### config.mk
export PLATFORM = sky130hd
export DESIGN_NAME = data_pipe_nto1_flat
export DESIGN_NICKNAME = d
export VERILOG_FILES = /design/src/rtl/data_pipe_nto1_if.sv /design/src/rtl/data_pipe_nto1.sv /design/src/flat_wrapper.sv
export SDC_FILE = /design/constraint.sdc
export NUM_CORES = 1
export LEC_CHECK = 0
export CORE_MARGIN = 2
export CORE_UTILIZATION = 50
export DETAILED_ROUTE_END_ITERATION = 7
export GPL_ROUTABILITY_DRIVEN = 0
export GPL_TIMING_DRIVEN = 0
export PLACE_DENSITY = 0.83
export SYNTH_ARGS = -nofsm -noshare
export SYNTH_HDL_FRONTEND = slang
export SYNTH_SLANG_ARGS = --single-unit
### constraint.sdc
create_clock -name clock -period 3.55 [get_ports clock]
set_clock_uncertainty 0.1 [all_clocks]
set_input_delay 0.71 -clock clock [delete_from_list [all_inputs] [get_ports clock]]
set_output_delay 0.71 -clock clock [all_outputs]
set_load 0.1 [all_outputs]
### src/rtl/data_pipe_nto1_if.sv
// data_pipe_nto1_if: wide-in / narrow-out handshake bundle for the unpacker.
// The unpacker connects through the slave modport; the producer/consumer
// side (or a testbench) uses the master modport.
interface data_pipe_nto1_if #(
  parameter int DSIZE = 4,
  parameter int NSIZE = 2,
  parameter int CNT_W = $clog2(NSIZE + 1)
);
  logic [DSIZE*NSIZE-1:0] wr_data;
  logic                   wr_vld;
  logic                   wr_ready;
  logic [CNT_W-1:0]       wr_num;
  logic                   wr_last;
  logic [DSIZE-1:0]       rd_data;
  logic                   rd_vld;
  logic                   rd_ready;
  logic                   rd_last;

  modport master (
    output wr_data, wr_vld, wr_num, wr_last, rd_ready,
    input  wr_ready, rd_data, rd_vld, rd_last
  );

  modport slave (
    input  wr_data, wr_vld, wr_num, wr_last, rd_ready,
    output wr_ready, rd_data, rd_vld, rd_last
  );
endinterface

### src/rtl/data_pipe_nto1.sv
// data_pipe_nto1: width-down unpacker. Takes one wide word of NSIZE slices
// (DSIZE bits each) and emits the valid slices LSB first, one per narrow
// transfer, carrying packet framing through on rd_last.
//
// Build option: define DATA_PIPE_NTO1_PREFETCH_EN to add a second "next"
// wide register and a registered wr_ready (no rd_ready -> wr_ready path).
// Without it, a single holding register is used and wr_ready is
// combinational from rd_ready so back-to-back words still stream gap-free.
module data_pipe_nto1 #(
  parameter int DSIZE = 4,
  parameter int NSIZE = 2,
  parameter int CNT_W = $clog2(NSIZE + 1)
) (
  input  logic            clock,
  input  logic            rst,
  data_pipe_nto1_if.slave bus
);

  localparam logic [CNT_W-1:0] NSIZE_C = CNT_W'(NSIZE);

  localparam logic [0:0] EMPTY = 1'b0;
  localparam logic [0:0] LOAD  = 1'b1;

  // Current word being unpacked
  logic [0:0]             state;
  logic [DSIZE*NSIZE-1:0] hold_data;
  logic [CNT_W-1:0]       hold_num;
  logic                   hold_last;
  logic [CNT_W-1:0]       idx;

  logic [CNT_W-1:0] in_num;
  logic [DSIZE-1:0] cur_slice;
  logic             occupied;
  logic             last_slice;
  logic             rd_fire;
  logic             wr_fire;
  logic             wr_ready_int;

  assign occupied   = (state == LOAD);
  assign last_slice = occupied && (idx == (hold_num - CNT_W'(1)));
  assign rd_fire    = occupied && bus.rd_ready && !rst;
  assign wr_fire    = bus.wr_vld && wr_ready_int;

  // Normalise the incoming slice count: 0 and anything above NSIZE mean a full word
  always_comb begin
    in_num = bus.wr_num;
    if ((bus.wr_num == '0) || (bus.wr_num > NSIZE_C)) begin
      in_num = NSIZE_C;
    end
  end

  // Select the slice addressed by idx out of the holding register
  always_comb begin
    cur_slice = '0;
    for (int i = 0; i < NSIZE; i++) begin
      if (idx == CNT_W'(i)) begin
        cur_slice = hold_data[i*DSIZE +: DSIZE];
      end
    end
  end

  // Outputs are forced quiet while reset is held so nothing leaks mid-reset
  assign bus.rd_vld   = occupied && !rst;
  assign bus.rd_data  = rst ? '0 : cur_slice;
  assign bus.rd_last  = occupied && !rst && hold_last && last_slice;
  assign bus.wr_ready = wr_ready_int;

`ifdef DATA_PIPE_NTO1_PREFETCH_EN

  // Second wide slot that parks a word while the current one drains
  logic [DSIZE*NSIZE-1:0] nxt_data;
  logic [CNT_W-1:0]       nxt_num;
  logic                   nxt_last;
  logic                   nxt_full;
  logic                   nxt_full_d;
  logic                   wr_ready_q;
  logic                   cur_free;

  // The current slot is free this cycle if empty or its last slice leaves now
  assign cur_free     = !occupied || (rd_fire && last_slice);
  assign wr_ready_int = wr_ready_q && !rst;

  // Next-slot occupancy after this edge; wr_ready is that value registered.
  // A write can only fire when the next slot is empty, so when the current
  // slot frees up either the parked word or the incoming one moves in.
  always_comb begin
    nxt_full_d = nxt_full;
    if (cur_free) begin
      nxt_full_d = 1'b0;
    end else if (wr_fire) begin
      nxt_full_d = 1'b1;
    end
  end

  // Current-slot FSM: refill from the next slot first, then from the input
  always_ff @(posedge clock) begin
    if (rst) begin
      state     <= EMPTY;
      idx       <= '0;
      hold_data <= '0;
      hold_num  <= '0;
      hold_last <= 1'b0;
    end else if (cur_free) begin
      idx <= '0;
      if (nxt_full) begin
        state     <= LOAD;
        hold_data <= nxt_data;
        hold_num  <= nxt_num;
        hold_last <= nxt_last;
      end else if (wr_fire) begin
        state     <= LOAD;
        hold_data <= bus.wr_data;
        hold_num  <= in_num;
        hold_last <= bus.wr_last;
      end else begin
        state <= EMPTY;
      end
    end else if (rd_fire) begin
      idx <= idx + CNT_W'(1);
    end
  end

  // Next slot captures an accepted word only while the current slot is busy
  always_ff @(posedge clock) begin
    if (rst) begin
      nxt_data   <= '0;
      nxt_num    <= '0;
      nxt_last   <= 1'b0;
      nxt_full   <= 1'b0;
      wr_ready_q <= 1'b1;
    end else begin
      nxt_full   <= nxt_full_d;
      wr_ready_q <= !nxt_full_d;
      if (!cur_free && wr_fire) begin
        nxt_data <= bus.wr_data;
        nxt_num  <= in_num;
        nxt_last <= bus.wr_last;
      end
    end
  end

`else

  // Accept when empty, or when the last slice leaves in this same cycle
  assign wr_ready_int = !rst && (!occupied || (rd_fire && last_slice));

  // Single-register FSM: EMPTY -> LOAD on accept, LOAD -> EMPTY or reload on last slice
  always_ff @(posedge clock) begin
    if (rst) begin
      state     <= EMPTY;
      idx       <= '0;
      hold_data <= '0;
      hold_num  <= '0;
      hold_last <= 1'b0;
    end else if (wr_fire) begin
      state     <= LOAD;
      idx       <= '0;
      hold_data <= bus.wr_data;
      hold_num  <= in_num;
      hold_last <= bus.wr_last;
    end else if (rd_fire) begin
      if (last_slice) begin
        state <= EMPTY;
        idx   <= '0;
      end else begin
        idx <= idx + CNT_W'(1);
      end
    end
  end

`endif

endmodule

### src/flat_wrapper.sv
// flat-port wrapper written by rule: the top's interface ports become plain ports
module data_pipe_nto1_flat 
#(
  parameter int DSIZE = 4,
  parameter int NSIZE = 2,
  parameter int CNT_W = $clog2(NSIZE + 1)
)
  (clock, rst, bus_wr_data, bus_wr_vld, bus_wr_num, bus_wr_last, bus_rd_ready, bus_wr_ready, bus_rd_data, bus_rd_vld, bus_rd_last);
  data_pipe_nto1_if #(.DSIZE(DSIZE), .NSIZE(NSIZE), .CNT_W(CNT_W)) bus_i ();
  input  logic clock;
  input  logic rst;
  input wire logic [$bits(bus_i.wr_data)-1:0] bus_wr_data;
  input wire logic [$bits(bus_i.wr_vld)-1:0] bus_wr_vld;
  input wire logic [$bits(bus_i.wr_num)-1:0] bus_wr_num;
  input wire logic [$bits(bus_i.wr_last)-1:0] bus_wr_last;
  input wire logic [$bits(bus_i.rd_ready)-1:0] bus_rd_ready;
  output wire logic [$bits(bus_i.wr_ready)-1:0] bus_wr_ready;
  output wire logic [$bits(bus_i.rd_data)-1:0] bus_rd_data;
  output wire logic [$bits(bus_i.rd_vld)-1:0] bus_rd_vld;
  output wire logic [$bits(bus_i.rd_last)-1:0] bus_rd_last;
  assign bus_i.wr_data = bus_wr_data;
  assign bus_i.wr_vld = bus_wr_vld;
  assign bus_i.wr_num = bus_wr_num;
  assign bus_i.wr_last = bus_wr_last;
  assign bus_i.rd_ready = bus_rd_ready;
  assign bus_wr_ready = bus_i.wr_ready;
  assign bus_rd_data = bus_i.rd_data;
  assign bus_rd_vld = bus_i.rd_vld;
  assign bus_rd_last = bus_i.rd_last;
  data_pipe_nto1 #(.DSIZE(DSIZE), .NSIZE(NSIZE), .CNT_W(CNT_W)) u_core (.clock(clock), .rst(rst), .bus(bus_i));
endmodule
==> results.cfg <==
[outcome]
status = complete, no violations

[timing]
max_slew.worst_pin.slew_ns = 0.963
fin_tns_setup_ns = 0
clock.fmax_ghz = 0.296
rsz0062_at_grt = false
layout_min_cycle_time_ns = 3.38
timing.slew.headroom_pct = 35.6
min_period_over_period_pct = 95.3
hold_violations = 0
final_max_slew_viol_count = 0
setup_viol = 0

[clocking]
cts_tree = built
clockRootBuffer = clkbuf_4
cts_hold_buf = 0
clk-insertion-delay-late_ns = 0.29
htree_num_levels = 1
clk_pin_slew_ns = 0.09
numCtsBuffers = 3
clock_sinks = 14
clk_path_buf_depth = 2
cts_setup_buffers = 0

[job]
cap_violations = 0

[global_routing]
grt_pass1_wl_um = 3440
grt_util_met2_pct = 36.8
top_usage_layer = met2
grt_usage_pct = 23.5
overflow = 0
grt_max_degree = 11
grt_use_met1_pct = 29.9
grt_use_met3_pct = 6.00
first_global_vias = 790
antenna_found_initial = 0

[synthesis]
post_synth_inst_count = 105
yosysWarningCount = 0
synth_area_per_cell_um2 = 7.97
ys_ff_latch = 14
synth_fp_nets = 122
synthDistinctLibCells = 26
yosysSeqAreaShare_pct = 33.5
syn_area_um2 = 837

[setup_path]
critPathLaunchType = input pin
crit_arrival_ns = 2.57
crit_path_top_delay_cell = clkdlybuf4s50_1
crit_required_ns = 2.74
crit_chain = clkbuf_1, buf_1, nor2_1, clkdlybuf4s50_1
cp-end-kind = output port
cp_max_fo = 10
setup.worst_path.class = in -> out
slowest_delay_ns = 0.98

[routing]
dr.pass1.iters = 4
route.detailed.drc = 0
dr_total_vias = 857
wl_per_cell_um = 14.6
drt_iter0_markers = 15
ant_nets = 0
via_per_inst = 5.99
drt_wl_total_um = 2090

[floorplan]
start_util_pct = 54.3
rows = 14
die_area_um2 = 2020
fp.dieH_um = 44.9
die_x_um = 44.9
ios = 22
core_area_um2 = 1540

[final_layout]
layout.nets = 146
nFillCells = 139
syn_to_final_growth_pct = 28.3
drive_gt1_share_pct = 7.87
fin_area_um2 = 1070
diodes = 0

[power_and_ir_drop]
peakVddDrop_v = 0.000233
p_per_area_nw_per_um2 = 344
leakage_nw = 0.434
power.total_mw = 0.369

[placement]
dp_hpwl_um = 1480
placed_cell_area_um2 = 1050
port_buffers = 19

[min_path]
min_path_type = reg -> reg
[logic make-up (layout without fill, tap and decap cells)]
kind of cell / count (synthesis) / in the layout / share of synthesized area, %
and+or+nand+nor: 42 / 42 / 27.4
AOI/OAI and AO/OA: 31 / 31 / 25.0
DFF: 14 / 14 / 33.5
buffers and inverters: 14 / 36 / 8.07
adders and majority gates: 2 / 2 / 2.99
xor gates and xnor gates: 1 / 1 / 1.94
muxes: 1 / 1 / 1.20
[layout make-up]
cell class / instances / area, um^2 / share of cell area (%)
multi-input cells: 77 / 492 / 45.8
flip-flops and latches: 14 / 280 / 26.1
repair buffers: 19 / 191 / 17.8
plain buffers: 9 / 48.8 / 4.55
clock buffers: 3 / 22.5 / 2.10
well taps: 16 / 20.0 / 1.86
inverters: 5 / 18.8 / 1.75
[Yosys cell counts]
library cell	count	share of area, %
a21oi_1	16	9.6
dfxtp_1	14	33
nand4_1	12	9.0
nor2_1	10	4.5
o31ai_1	9	8.1
nand2_1	8	3.6
inv_1	5	2.2
clkbuf_1	4	1.8
buf_1	3	1.3
nand2b_1	3	2.2
buf_6	2	2.7
ha_1	2	3.0
nand3_1	2	1.2
nor2b_1	2	1.5
o21ai_0	2	1.2
a311oi_1	1	1.0
a31oi_1	1	0.75
and3_1	1	0.75
and4_4	1	1.3
mux2i_1	1	1.2
nor3_1	1	0.60
nor3_4	1	1.9
o211a_1	1	1.2
o311ai_4	1	3.1
or3_1	1	0.75
xnor2_2	1	1.9
[timing repair]
| item | 4_1_cts | 5_1_grt |
|---|---|---|
| gates resized for setup | 1 | 1 |
| pin swaps | 0 | 0 |
| endpoints found under the setup margin | 1 | 1 |
[worst max-delay path: cells and delay by family]
kind	cells	cell delay [ns]
buffers and inverters	3	1.75
and+or+nand+nor	1	0.10
[registers in the layout, summed over array words and instances (netlist names)]
name              count
u_core.hold_data      8
u_core.hold_last      1
u_core.hold_num       2
u_core.idx            2
u_core.occupied       1
[worst paths after layout]
path,end,slack (ns),startpoint,cells after the start
max,bus_rd_data[2],0.17,rst,4
min,u_core.hold_data[7],0.37,u_core.hold_data[7],2
max reg2reg,u_core.hold_last,1.90,u_core.occupied,4
min reg2reg,u_core.hold_data[7],0.37,u_core.hold_data[7],2
[layer usage]
| layer | part of all wire, % | wire (um) | vias to the layer above |
|---|---|---|---|
| met2 | 46 | 972 | 31 |
| li1 | - | - | 427 |
| met1 | 44 | 929 | 392 |
| met4 | 2.4 | 51 | 0 |
| met3 | 6.7 | 140 | 7 |
| met5 | 0 | 0 | - |
[placed cells by master, fill, tap and decap left out, types with 2 or more instances in the layout]
master,instances
o21ai_0,2
clkbuf_4,3
clkdlybuf4s50_1,17
ha_1,2
nand4_1,12
o31ai_1,9
nor2_1,10
buf_1,3
a21oi_1,16
dfxtp_1,14
nand2b_1,3
inv_1,5
clkbuf_1,4
nand3_1,2
buf_6,2
nand2_1,8
[report_power, final]
group	internal, mW	total (mW)	switching (mW)
Combinational	0.0373	0.102	0.0644
Clock	0.0395	0.0931	0.0536
Sequential	0.167	0.174	0.00715
[metrics by stage]
stage / worst slack, ns / instances / hold WS (ns) / util, %
6_report: 0.167 / 143 / 0.373 / 69.6
5_1_grt: 0.0323 / 143 / 0.396 / 69.6
4_1_cts: 0.0638 / 143 / 0.375 / 69.5
3_5_place_dp: 0.178 / 140 / 0.363 / 68.1
3_3_place_gp: 0.177 / 140 / 0.354 / 68.1
2_1_floorplan: 0.0717 / 105 / 0.342 / -
(Power assumes the default switching activity.)
